[src/rtl/uart_recv_if.sv]
// Receiver-side bundle for uart_recv.
//   din       : asynchronous serial RX line, idles high
//   data      : last correctly framed byte
//   valid     : one-cycle pulse when data updates
//   frame_err : one-cycle pulse when the stop bit samples low
//   busy      : a frame is in progress
// master = the receiver, slave = the line driver / byte consumer.
interface uart_recv_if;
    logic       din;
    logic [7:0] data;
    logic       valid;
    logic       frame_err;
    logic       busy;

    modport master (
        input  din,
        output data,
        output valid,
        output frame_err,
        output busy
    );

    modport slave (
        output din,
        input  data,
        input  valid,
        input  frame_err,
        input  busy
    );
endinterface

[src/rtl/uart_recv.sv]
// 8N1 UART receiver, LSB first. Start edge is found on the synchronised line,
// confirmed at mid start bit, then each data bit and the stop bit are sampled
// one bit period apart so every sample lands on a bit centre.
// Ports:
//   clk    : system clock
//   rst    : asynchronous active-high reset
//   bus_io : uart_recv_if.master (din in; data/valid/frame_err/busy out)
module uart_recv #(
    parameter int unsigned CLK_PER_BIT = 10416,
    parameter int unsigned HALF_BIT    = CLK_PER_BIT / 2
) (
    input logic         clk,
    input logic         rst,
    uart_recv_if.master bus_io
);

    localparam logic [15:0] BitLast  = 16'(CLK_PER_BIT - 1);
    localparam logic [15:0] HalfLast = 16'(HALF_BIT - 1);

    typedef enum logic [1:0] {StIdle, StStart, StData, StStop} state_e;

    state_e      state_q;
    logic [15:0] cnt_q;
    logic [2:0]  bit_cnt_q;
    logic [7:0]  shift_q;
    logic [7:0]  data_q;
    logic        valid_q;
    logic        frame_err_q;
    // Two-flop synchroniser plus one history flop for falling-edge detect.
    logic        s1_q;
    logic        s2_q;
    logic        s2_prev_q;

    always_ff @(posedge clk or posedge rst) begin
        if (rst) begin
            state_q     <= StIdle;
            cnt_q       <= 16'd0;
            bit_cnt_q   <= 3'd0;
            shift_q     <= 8'd0;
            data_q      <= 8'd0;
            valid_q     <= 1'b0;
            frame_err_q <= 1'b0;
            s1_q        <= 1'b1;
            s2_q        <= 1'b1;
            s2_prev_q   <= 1'b1;
        end else begin
            s1_q        <= bus_io.din;
            s2_q        <= s1_q;
            s2_prev_q   <= s2_q;
            valid_q     <= 1'b0;
            frame_err_q <= 1'b0;

            case (state_q)
                StIdle: begin
                    // Needs a fresh high-to-low edge, so a held-low line is ignored.
                    if (!s2_q && s2_prev_q) begin
                        state_q <= StStart;
                        cnt_q   <= 16'd0;
                    end
                end

                StStart: begin
                    if (cnt_q == HalfLast) begin
                        cnt_q <= 16'd0;
                        if (!s2_q) begin
                            state_q   <= StData;
                            bit_cnt_q <= 3'd0;
                        end else begin
                            // Line back high at mid start bit: a glitch.
                            state_q <= StIdle;
                        end
                    end else begin
                        cnt_q <= cnt_q + 16'd1;
                    end
                end

                StData: begin
                    if (cnt_q == BitLast) begin
                        cnt_q              <= 16'd0;
                        shift_q[bit_cnt_q] <= s2_q;
                        bit_cnt_q          <= bit_cnt_q + 3'd1;
                        if (bit_cnt_q == 3'd7) begin
                            state_q <= StStop;
                        end
                    end else begin
                        cnt_q <= cnt_q + 16'd1;
                    end
                end

                StStop: begin
                    if (cnt_q == BitLast) begin
                        cnt_q   <= 16'd0;
                        state_q <= StIdle;
                        if (s2_q) begin
                            data_q  <= shift_q;
                            valid_q <= 1'b1;
                        end else begin
                            frame_err_q <= 1'b1;
                        end
                    end else begin
                        cnt_q <= cnt_q + 16'd1;
                    end
                end

                default: state_q <= StIdle;
            endcase
        end
    end

    assign bus_io.data      = data_q;
    assign bus_io.valid     = valid_q;
    assign bus_io.frame_err = frame_err_q;
    assign bus_io.busy      = (state_q != StIdle);

endmodule

[src/flat_wrapper.sv]
// flat-port wrapper written by rule: the top's interface ports become plain ports
module uart_recv_flat 
#(
    parameter int unsigned CLK_PER_BIT = 10416,
    parameter int unsigned HALF_BIT    = CLK_PER_BIT / 2
)
  (clk, rst, bus_io_din, bus_io_data, bus_io_valid, bus_io_frame_err, bus_io_busy);
  uart_recv_if bus_io_i ();
  input logic clk;
  input logic rst;
  input wire logic [$bits(bus_io_i.din)-1:0] bus_io_din;
  output wire logic [$bits(bus_io_i.data)-1:0] bus_io_data;
  output wire logic [$bits(bus_io_i.valid)-1:0] bus_io_valid;
  output wire logic [$bits(bus_io_i.frame_err)-1:0] bus_io_frame_err;
  output wire logic [$bits(bus_io_i.busy)-1:0] bus_io_busy;
  assign bus_io_i.din = bus_io_din;
  assign bus_io_data = bus_io_i.data;
  assign bus_io_valid = bus_io_i.valid;
  assign bus_io_frame_err = bus_io_i.frame_err;
  assign bus_io_busy = bus_io_i.busy;
  uart_recv #(.CLK_PER_BIT(CLK_PER_BIT), .HALF_BIT(HALF_BIT)) u_core (.clk(clk), .rst(rst), .bus_io(bus_io_i));
endmodule
[config.mk]
export PLATFORM = sky130hd
export DESIGN_NAME = uart_recv_flat
export DESIGN_NICKNAME = d
export VERILOG_FILES = /design/src/rtl/uart_recv_if.sv /design/src/rtl/uart_recv.sv /design/src/flat_wrapper.sv
export SDC_FILE = /design/constraint.sdc
export NUM_CORES = 1
export LEC_CHECK = 0
export CAP_MARGIN = 15
export CORE_UTILIZATION = 40
export CTS_CLUSTER_DIAMETER = 40
export CTS_CLUSTER_SIZE = 40
export DETAILED_ROUTE_END_ITERATION = 7
export SYNTH_ARGS = -nofsm -noshare
export SYNTH_HDL_FRONTEND = slang
export SYNTH_SLANG_ARGS = --single-unit
[constraint.sdc]
create_clock -name clk -period 2.5 [get_ports clk]
set_input_delay 0.5 -clock clk [delete_from_list [all_inputs] [get_ports clk]]
set_output_delay 0.5 -clock clk [all_outputs]
set_load 0.05 [all_outputs]
==> summary.md, run 1 <==
| Metric | Value |
|---|---|
| Cts-stage hold buffer count | `0` |
| Number of setup violations in the final report | `0` |
| Die Outline Area | `0.00539 mm2` |
| Remaining global-route overflow | `0` |
| Clock Pin Slew Worst Setup and Hold Paths | `90 ps` |
| Arrival time of the worst setup path | `2580 ps` |
| Crit share post-route | `0.957` |
| Sequential power share | `0.564` |
| Worst ir drop on vdd | `0.000243 V` |
| DR vias/cell | `5.67` |
| Final weighted congestion in routability-driven placement | `0.853` |
| GR Layer Usage met2 | `0.288` |
| Number of synthesized flops with an enable pin | `0` |
| Final wirelength | `4.41 mm` |
| I/O pin cnt | `14` |
| Slowest cell on the critical path | `sky130_fd_sc_hd__or4_4` |
| CTS Root Cell | `sky130_fd_sc_hd__clkbuf_8` |
| Clock group share of total power | `0.310` |
| Cell types with the largest area share after synthesis | `sky130_fd_sc_hd__dfrtp_1 48%, sky130_fd_sc_hd__mux2_2 8.3%, sky130_fd_sc_hd__dfstp_2 3.9%, sky130_fd_sc_hd__a31oi_1 3.1%, sky130_fd_sc_hd__nand4_1 2.5%` |
| Sinks on Clock Net | `42` |
| Proportion of synthesized flip-flops having asynchronous set or reset | `1.00` |
| CP Buf/Inv Count | `2` |
| Switching fraction of total power | `0.290` |
| Pin count of the biggest net entering global routing | `43` |
| Routed wire length per instance | `15.5 um` |
| Total CTS buffers | `5` |
| Vias post-DR | `1,616` |
| Post-Syn Area | `0.00204 mm2` |
| Number of antenna violations at the first check in global routing | `0` |
| Status | `finished, final reports clean` |
| WHS Path Cells | `0` |
| GRT Resource Usage Total | `0.183` |
| First DRT Iteration DRCs | `111` |
| Util after Layout | `0.508` |
| Met3 routing resource usage after global routing | `0.0425` |
| Number of hold violations in the final report | `0` |
| First-pass iteration count of the detailed router | `4` |
| Logic gate share of total power | `0.127` |
| CP Cell Sequence | `or4_4, or4_4, buf_4, a22oi_2, buf_4, o21ai_0, a22o_1` |
| Setup repair after global routing missed its margin | `false` |
| Largest area contributor in the netlist | `sky130_fd_sc_hd__dfrtp_1` |
| Worst Hold Path EP | `u_core.s2_q` |
| DIE HEIGHT | `73.5 um` |
| CP delay by family, top | `simple AND/OR/NAND/NOR gates` |
| Type of the worst min-delay path | `reg -> reg` |
| Post-synth top area share | `0.478` |
| Count of nets after finishing | `223` |
| Core region area | `0.00482 mm2` |
| Number of inserted diodes | `0` |
| Die width | `73.5 um` |
| Count of synthesis-stage warnings from yosys | `0` |
| Number of port buffers | `13` |
| Hold Crit Start | `u_core.s1_q` |
| Count of distinct cell types in the synthesized netlist | `42` |
| Global-route wire length before repair | `7.44 mm` |
| Total of max-cap violations | `0` |
| Worst-skew pair later-pin latency | `300 ps` |
| Fin Setup TNS | `0 ps` |
| Starting Density | `0.424` |
| Startpoint of the worst register-to-register path | `u_core.cnt_q[14]` |
| Most frequent cells in the layout | `38 x sky130_fd_sc_hd__dfrtp_1, 17 x sky130_fd_sc_hd__buf_4, 15 x sky130_fd_sc_hd__mux2_2, 13 x sky130_fd_sc_hd__clkdlybuf4s50_1, 12 x sky130_fd_sc_hd__nand2_1` |
| Final ANT Viol Nets | `0` |
| Syn nets | `197` |
| Actual slew at the worst max-slew pin | `530 ps` |
| Seq/Total Area, Yosys | `0.517` |
| Most used routing layer in global routing | `met2` |
| Number of global-route vias before repair | `1,571` |
| Number of standard cells after synthesis | `191` |
| Global Route met1 Usage | `0.242` |
| Power Internal | `1.02 mW` |
| Worst R2R Path Depth | `7` |
| Final-layout worst hold slack | `359 ps` |
| Final count of pins violating max slew | `0` |
| Worst Path Class, Setup | `reg -> reg` |
| Time the worst path needs with I/O delays and setup | `2390 ps` |
| Post-Layout Inst Area | `0.00244 mm2` |
| Clock tree skew after final layout | `9.06 ps` |
| Most common cell after layout, fill and taps aside | `sky130_fd_sc_hd__dfrtp_1` |
| Kind of end point of the critical path | `flip-flop` |
| Fmax | `418 MHz` |
| CTS tree | `yes` |
| Ratio of cells with drive above 1 in the final layout | `0.248` |
| Maximum clock insertion buffer count | `2` |
| Placed Instance Area | `0.00231 mm2` |
| Max-slew headroom | `0.647` |
| Total power | `1.43 mW` |
| Detailed-placement wirelength estimate | `2.96 mm` |
| Cell leakage power | `1.07 nW` |
| Number of DRC violations after detailed routing | `0` |
| Setup slack of the most critical reg-to-reg path | `110 ps` |
| Syn-to-layout area delta | `19.7%` |
| Num rows | `25` |
| Synthesized area per cell | `10.7 um2` |
| Max H-tree Level | `2` |
| Required time of the critical path | `2690 ps` |
| Flip-flop and latch count after synthesis | `42` |
| Main synth FF type | `sky130_fd_sc_hd__dfrtp_1` |
| Power density normalized to cell area | `586 mW/mm2` |
| Slowest cell delay on critical path | `580 ps` |
| Worst reg2reg path endpoint | `u_core.cnt_q[2]` |
| Switching power of the nets | `0.416 mW` |
| Crit-path max FO | `8` |
| Startpoint Class | `flip-flop` |
-- area by class of cell --
class	instances	area, um2
clock inverters	3	21.3
fillers	452	2370
repair buffers	30	258
inverters	7	26.3
flip-flops and latches	42	1060
well taps	67	83.8
clock buffers	5	68.8
multi-input cells	131	931
-- repair_timing --
action	CTS	global route
gates cloned	0	0
setup endpoints to repair	2	11
buffers inserted	0	2
pin swaps	0	1
gates resized for setup	1	5
endpoints found under the hold margin	0	0
-- routing by layer --
| metal | share of wire | wire length [um] |
|---|---|---|
| met5 | 0 | 0 |
| met4 | 0.014 | 60 |
| met3 | 0.038 | 168 |
| met2 | 0.47 | 2090 |
| met1 | 0.47 | 2090 |
-- power by group through the flow --
stage | Combinational, mW | Sequential (mW) | Clock, mW
finish | 0.181 | 0.807 | 0.444
global route | 0.203 | 0.822 | 0.484
CTS | 0.181 | 0.807 | 0.459
detailed placement | 0.183 | 0.818 | 0
global placement | 0.174 | 0.816 | 0
floorplan | 0.142 | 0.794 | 0
-- metrics by stage --
| step | cells | worst slack, ps |
|---|---|---|
| 5_1_grt | 285 | 18.2 |
| 3_3_place_gp | 275 | 43.9 |
| 3_5_place_dp | 275 | -6.81 |
| 2_1_floorplan | 191 | 164 |
| 6_report | 285 | 108 |
| 4_1_cts | 283 | 42.2 |
-- worst register-to-register path: stages, from the launching register on --
cell,delay [ps]
sky130_fd_sc_hd__dfrtp_1,390
sky130_fd_sc_hd__or4_4,580
sky130_fd_sc_hd__or4_4,570
sky130_fd_sc_hd__buf_4,170
sky130_fd_sc_hd__a22oi_2,110
sky130_fd_sc_hd__buf_4,180
sky130_fd_sc_hd__o21ai_0,90
sky130_fd_sc_hd__a22o_1,200
-- sequential cells by signal (all words and copies together) (netlist names), named ones only --
signal,cells
u_core.s2_q,1
u_core.cnt_q,16
u_core.shift_q,8
u_core.bus_io.frame_err,1
u_core.s2_prev_q,1
u_core.bus_io.valid,1
u_core.bit_cnt_q,3
u_core.state_q,1
u_core.s1_q,1
u_core.bus_io.data,8
-- worst max path at each step --
stage,depth (start not counted),start,end,slack [ps]
after floorplan,6,u_core.cnt_q[14],u_core.cnt_q[1],160
after global placement,5,u_core.cnt_q[8],u_core.cnt_q[13],40
after detailed placement,5,u_core.cnt_q[8],u_core.cnt_q[13],-7
after CTS,5,u_core.cnt_q[8],u_core.shift_q[5],40
after global routing,7,u_core.cnt_q[14],u_core.cnt_q[2],20
final,7,u_core.cnt_q[14],u_core.cnt_q[2],110
-- cells by family (layout without fill, tap and decap cells) --
logic type                 Yosys count  in the layout  synth area share
DFF                                 42             42             0.517
buffers and inverters               18             45            0.0404
muxes                               15             15            0.0827
and+or+nand+nor                     68             68             0.199
adders and majority gates            3              3            0.0184
AOI/OAI and AO/OA                   43             43             0.134
xor gates and xnor gates             2              2           0.00858
-- synthesized netlist by cell type (2+ instances only) --
master	n
sky130_fd_sc_hd__or4bb_1	2
sky130_fd_sc_hd__a21o_1	2
sky130_fd_sc_hd__inv_1	7
sky130_fd_sc_hd__nand3_1	8
sky130_fd_sc_hd__nand4b_1	2
sky130_fd_sc_hd__ha_1	3
sky130_fd_sc_hd__nor2_1	10
sky130_fd_sc_hd__nor3b_1	2
sky130_fd_sc_hd__a31oi_1	10
sky130_fd_sc_hd__nand4_1	8
sky130_fd_sc_hd__dfstp_2	3
sky130_fd_sc_hd__a22o_1	5
sky130_fd_sc_hd__mux2_2	15
sky130_fd_sc_hd__or4_4	2
sky130_fd_sc_hd__nor3_1	7
sky130_fd_sc_hd__clkbuf_1	9
sky130_fd_sc_hd__buf_6	2
sky130_fd_sc_hd__a21oi_1	9
sky130_fd_sc_hd__dfrtp_1	39
sky130_fd_sc_hd__nand3b_1	3
sky130_fd_sc_hd__o21ai_0	9
sky130_fd_sc_hd__o2bb2ai_1	2
sky130_fd_sc_hd__nand2_1	12
sky130_fd_sc_hd__nor4_1	2
Power figures use the tool's default switching activity.
==> inputs of run 2 (changes only) <==
- CAP_MARGIN: 15 -> 40
- CORE_UTILIZATION: 40 -> 50
- PLACE_DENSITY: unset -> 0.72
==> run 2 against run 1 <==
- clock power shrank 2%
- via count shrank 1.1%
- first-iteration DRC count grew 48%
- register-to-register slack lost 20 ps
- combinational power is essentially flat
- routed wire length shrank 7.9%
- sequential share of layout area grew 0.60 points
- setup slack lost 20 ps
- die area shrank 19%
- critical path type unchanged
- largest power group unchanged
- highest routed layer unchanged
==> summary.md, run 2 (same netlist as run 1, synthesis figures left out) <==
| Metric | Value |
|---|---|
| Fmax | `415 MHz (-0.85%)` |
| Number of DRC violations after detailed routing | `0 (unchanged)` |
| Core region area | `0.00380 mm2 (-21%)` |
| Total of max-cap violations | `0 (unchanged)` |
| Type of the worst min-delay path | `reg -> reg` |
| Cell leakage power | `1.07 nW (about the same)` |
| Number of setup violations in the final report | `0 (unchanged)` |
| DR vias/cell | `6.01 (+6.0%)` |
| Clock Pin Slew Worst Setup and Hold Paths | `80 ps (about the same)` |
| Setup repair after global routing missed its margin | `true` |
| Setup slack of the most critical reg-to-reg path | `90 ps (-20 ps)` |
| Detail Route met3 WL | `190 um (+13%)` |
| Worst-skew pair later-pin latency | `300 ps (about the same)` |
| Maximum clock insertion buffer count | `2 (unchanged)` |
| GRT Resource Usage Total | `0.215 (+0.0325)` |
| Num rows | `22 (-12%)` |
| Final count of pins violating max slew | `0 (unchanged)` |
| CTS Root Cell | `sky130_fd_sc_hd__clkbuf_8` |
| Count of nets after finishing | `223 (unchanged)` |
| I/O pin cnt | `14 (unchanged)` |
| Crit-path max FO | `8 (unchanged)` |
| Max-slew headroom | `0.665 (+0.0184)` |
| Kind of end point of the critical path | `flip-flop` |
| Worst reg2reg path endpoint | `u_core.cnt_q[2]` |
| CTS tree | `yes` |
| First DRT Iteration DRCs | `164 (+48%)` |
| Startpoint Class | `flip-flop` |
| Power density normalized to cell area | `589 mW/mm2 (+0.63%)` |
| Number of global-route vias before repair | `1,498 (-4.6%)` |
| Top layer reached by signal wires | `met4` |
| Number of inserted diodes | `0 (unchanged)` |
| Status | `finished, final reports clean` |
| Required time of the critical path | `2690 ps (about the same)` |
| Arrival time of the worst setup path | `2600 ps (+20 ps)` |
| Remaining global-route overflow | `0 (unchanged)` |
| Total CTS buffers | `5 (unchanged)` |
| Startpoint of the worst register-to-register path | `u_core.cnt_q[14]` |
| First-pass iteration count of the detailed router | `4 (unchanged)` |
| Util after Layout | `0.634 (+0.127)` |
| Number of hold violations in the final report | `0 (unchanged)` |
| Syn-to-layout area delta | `18.0%` |
| Number of antenna violations at the first check in global routing | `0 (unchanged)` |
| Global-route wire length before repair | `6.83 mm (-8.2%)` |
| Ratio of cells with drive above 1 in the final layout | `0.239 (-0.00917)` |
| Worst R2R Path Depth | `7 (unchanged)` |
| WL met2 | `1.89 mm (-9.5%)` |
| WHS Path Cells | `0 (unchanged)` |
| Final wirelength | `4.07 mm (-7.9%)` |
| Flip-flop count of the largest register, all copies and words added | `16 (unchanged)` |
| Post-Layout Inst Area | `0.00241 mm2 (-1.5%)` |
| Most frequent cells in the layout | `39 x sky130_fd_sc_hd__dfrtp_1, 17 x sky130_fd_sc_hd__buf_4, 15 x sky130_fd_sc_hd__mux2_2, 13 x sky130_fd_sc_hd__clkdlybuf4s50_1, 12 x sky130_fd_sc_hd__nand2_1` |
| Placed Instance Area | `0.00229 mm2 (-1.0%)` |
| Area occupied by multi-input gates | `920 um2 (-1.2%)` |
| Worst Hold Path EP | `u_core.s2_q` |
| Most flop-heavy register | `u_core.cnt_q` |
| Flip-flop and latch area | `0.00105 mm2 (-0.12%)` |
| Hold Crit Start | `u_core.s1_q` |
| Max H-tree Level | `2 (unchanged)` |
| Final ANT Viol Nets | `0 (unchanged)` |
| Time the worst path needs with I/O delays and setup | `2410 ps (+20.5 ps)` |
| Number of port buffers | `13 (unchanged)` |
| Final weighted congestion in routability-driven placement | `0.820 (-3.8%)` |
| Worst ir drop on vdd | `0.000309 V (+27%)` |
| Die width | `65.9 um (-10%)` |
| Number of inserted filler cells in the final layout | `298 (-34%)` |
| Clock tree skew after final layout | `2.00 ps (-7.06 ps)` |
| Pin count of the biggest net entering global routing | `43 (unchanged)` |
| Crit share post-route | `0.965 (+0.00819)` |
| Die Outline Area | `0.00434 mm2 (-19%)` |
| Routed wire length per instance | `15.3 um (-1.3%)` |
| Cts-stage hold buffer count | `0 (unchanged)` |
| Worst Path Class, Setup | `reg -> reg` |
| Actual slew at the worst max-slew pin | `502 ps (-27.6 ps)` |
| DIE HEIGHT | `65.9 um (-10%)` |
| Starting Density | `0.538 (+0.114)` |
| Most common cell after layout, fill and taps aside | `sky130_fd_sc_hd__dfrtp_1` |
| Detailed-placement wirelength estimate | `2.81 mm (-5.0%)` |
| Routed length on met1 | `1.92 mm (-8.1%)` |
| Vias post-DR | `1,599 (-1.1%)` |
| Sinks on Clock Net | `42 (unchanged)` |
-- run 2: layer usage --
layer / global-route usage / vias up
li1: - / 759
met3: 0.0672 / 5
met2: 0.333 / 46
met4: 0.0815 / 0
met1: 0.280 / 789
met5: 0 / -
-- run 2: how the worst max path moves through the flow --
stage | from | to | slack, ps
2_1_floorplan | u_core.cnt_q[14] | u_core.cnt_q[1] | 160
3_3_place_gp | u_core.cnt_q[14] | u_core.cnt_q[13] | 90
3_5_place_dp | u_core.cnt_q[9] | u_core.cnt_q[13] | 40
4_1_cts | u_core.cnt_q[14] | u_core.cnt_q[13] | 30
5_1_grt | u_core.cnt_q[14] | u_core.cnt_q[2] | -20
6_report | u_core.cnt_q[14] | u_core.cnt_q[2] | 90
-- run 2: layout make-up --
type / instances / share of cell area
clock buffer: 5 / 0.0286
clock inverter: 3 / 0.00883
timing repair buffer: 30 / 0.107
inverter: 7 / 0.0109
tap: 48 / 0.0249
multi-input combinational: 131 / 0.382
sequential: 42 / 0.438
-- run 2: repair_timing --
action                                  CTS  global route
endpoints found under the setup margin    0             9
resized for setup                         0             3
setup buffers                             0             2
-- run 2: where the power goes --
| group | internal, mW | switching [mW] |
|---|---|---|
| clock network | 0.196 | 0.238 |
| registers | 0.734 | 0.0713 |
| logic | 0.0857 | 0.0951 |
-- run 2: metrics by stage --
step                total power, mW  std cells  hold slack, ps  TNS, ps  setup WS, ps
finish                         1.42        266             358        0          87.5
detailed placement            0.999        256             347        0          37.1
global route                   1.51        266             366    -17.9         -17.9
global placement              0.987        256             345        0          85.6
floorplan                     0.935        191             345        0           164
CTS                            1.43        264             359        0          27.2
-- run 2: worst max-delay path, cell delays in order (launching register included) --
cell                      delay [ps]
sky130_fd_sc_hd__dfrtp_1         400
sky130_fd_sc_hd__or4_4           580
sky130_fd_sc_hd__or4_1           560
sky130_fd_sc_hd__buf_4           170
sky130_fd_sc_hd__a22oi_1         140
sky130_fd_sc_hd__buf_4           190
sky130_fd_sc_hd__o21ai_0          90
sky130_fd_sc_hd__a22o_1          200
==> edit (config.mk and constraints of run 2) <==
Make the reset (`rst`) synchronous in one clocked block. Comments in the files are not updated.
--- a/src/rtl/uart_recv.sv
+++ b/src/rtl/uart_recv.sv
@@ -32,5 +32,5 @@
     logic        s2_prev_q;
 
-    always_ff @(posedge clk or posedge rst) begin
+    always_ff @(posedge clk) begin
         if (rst) begin
             state_q     <= StIdle;
Behaviour: differs if rst is asserted again (counterexample within 4 cycles, from zero or initial values and one cycle with rst high); with rst held inactive, the same outputs for 10 cycles.
==> edit against run 2 <==
Global-route usage up 0.92 points; sequential share of layout area down 6.4 points; synthesized cell count grew 12%; area after synthesis is 1.2% lower; via count down 1.8%; cell area is 6.6% lower; setup slack improved by 0.16 ns; sequential cell count is the same; routed wire length rose by 4.6%; final cell count rose by 2.3%; critical path type is now flop to output port; largest cell class is now multi-input gates.
Power is not compared: it rests on default switching activity, and its combinational part moved more than twofold at a synthesized area within 25%.
==> edit: results (changes against run 2) <==
- Crit-path leading delay family: buffers and inverters
- FFs & Latches: 42 (unchanged)
- Yosys cell types: 50 (+19%)
- Routability Congestion: 0.814 (-0.74%)
- Multi-In Gates: 154 (+18%)
- Post-Syn Nets: 219 (+11%)
- Metal3 WL: 207 µm (+8.9%)
- Global Route Usage Sum: 22.4% (+0.92 points)
- Clk tree area frac: 4.06% (+0.32 points)
- Hold slack: 0.417 ns (+0.0584 ns)
- Commonest cells post-synth: dfxtp_1, nor2_1, mux2i_1, nand2_1
- Reg2reg setup slack: 0.35 ns (+0.26 ns)
- Synth Area in Compound Gates: 6.20% (-7.2 points)
- Post-Layout Cell Count: 272 (+2.3%)
- Global-route wire length before repair: 7240 µm (+6.0%)
- Result of the run: complete, no violations
- Max layer used: met4
- Sequential share of the synthesized area: 41.7% (-10 points)
- Share of layout cells above drive strength 1: 11.2% (-13 points)
- Fin worst setup slack: 0.246 ns (+0.159 ns)
- Slowest-stage cell, CP: clkdlybuf4s50_1
- Ys async rst share: 0% (-100 points)
- Placed cell areas: 2160 µm² (-5.7%)
- Met1 Usage GRT: 29.4% (+1.4 points)
- Relative slew margins: 56.8% (-9.7 points)
- Synth-to-layout area growth: 11.5%
- DP Wirelength: 2990 µm (+6.4%)
- TritonCTS buffer count: 5 (unchanged)
- Crit-path max FO: 6 (-2)
- Non-clock buffer share: 6.79% (-3.9 points)
- Predominant post-synthesis flop cell: dfxtp_1
- Final Util: 59.7% (-3.8 points)
- FF+latch area: 841 µm² (-20%)
- Nets: 229 (+2.7%)
- Mux cell area share after synthesis: 7.44% (-0.83 points)
- Vias in the first global route: 1507 (+0.60%)
- Xor and xnor area share after synthesis: 4.34% (+3.5 points)
- Slowest stage delay, CP: 0.81 ns (+0.23 ns)
- Inverters: 4 (-3)
- Met2 usage: 36.1% (+2.8 points)
- Layout fillers: 325 (+9.1%)
- Worst EP arrival: 1.75 ns (-0.85 ns)
- Wl on met1: 1980 µm (+3.0%)
- Post-Synthesis Cells: 213 (+12%)
- Fraction of area in multi-input gates: 48.4% (+10 points)
- DR vias/cell: 5.77 (-4.0%)
- Initial DRC count: 81 (-51%)
- DP Worst Slack: 0.360 ns (+0.323 ns)
- Metal2 WL: 2020 µm (+6.8%)
- Synth top area cells: dfxtp_1, mux2i_1, nor2_1
- Largest net degree at the start of global routing: 25 (-42%)
- CLK BUF: 7 (+2)
- Synth Area in Adders: 1.86% (+0.023 points)
- Layout Skew: 0.00560 ns (+0.00360 ns)
- Met3 usage: 5.73% (-0.99 points)
-- edit: cell count changes in the layout (fill, tap and decap cells not counted), moves of 7 or more --
cell      delta
dfxtp_1     +42
buf_4       -14
nand2b_1     +9
mux2i_1     +15
nor2_1      +13
mux2_2      -15
o21ai_0      -7
dfrtp_1     -39
-- edit: report_power, final --
group,switching [mW],internal [mW],leakage [nW]
logic,0.0369,0.0191,0.445
clock network,0.226,0.223,0.0482
registers,0.00423,0.673,0.339
total,0.267,0.915,0.832
-- edit: final timing paths --
kind | endpoint | startpoint | cells past startpoint
max | bus_io_busy | flop | 3
min | u_core.s2_q$_SDFF_PP1_ | u_core.s1_q$_SDFF_PP1_ | 1
min reg2reg | u_core.s2_q$_SDFF_PP1_ | u_core.s1_q$_SDFF_PP1_ | 1
max reg2reg | u_core.bus_io.data[1]$_SDFFE_PP0P_ | u_core.cnt_q[0]$_SDFFE_PP0N_ | 6
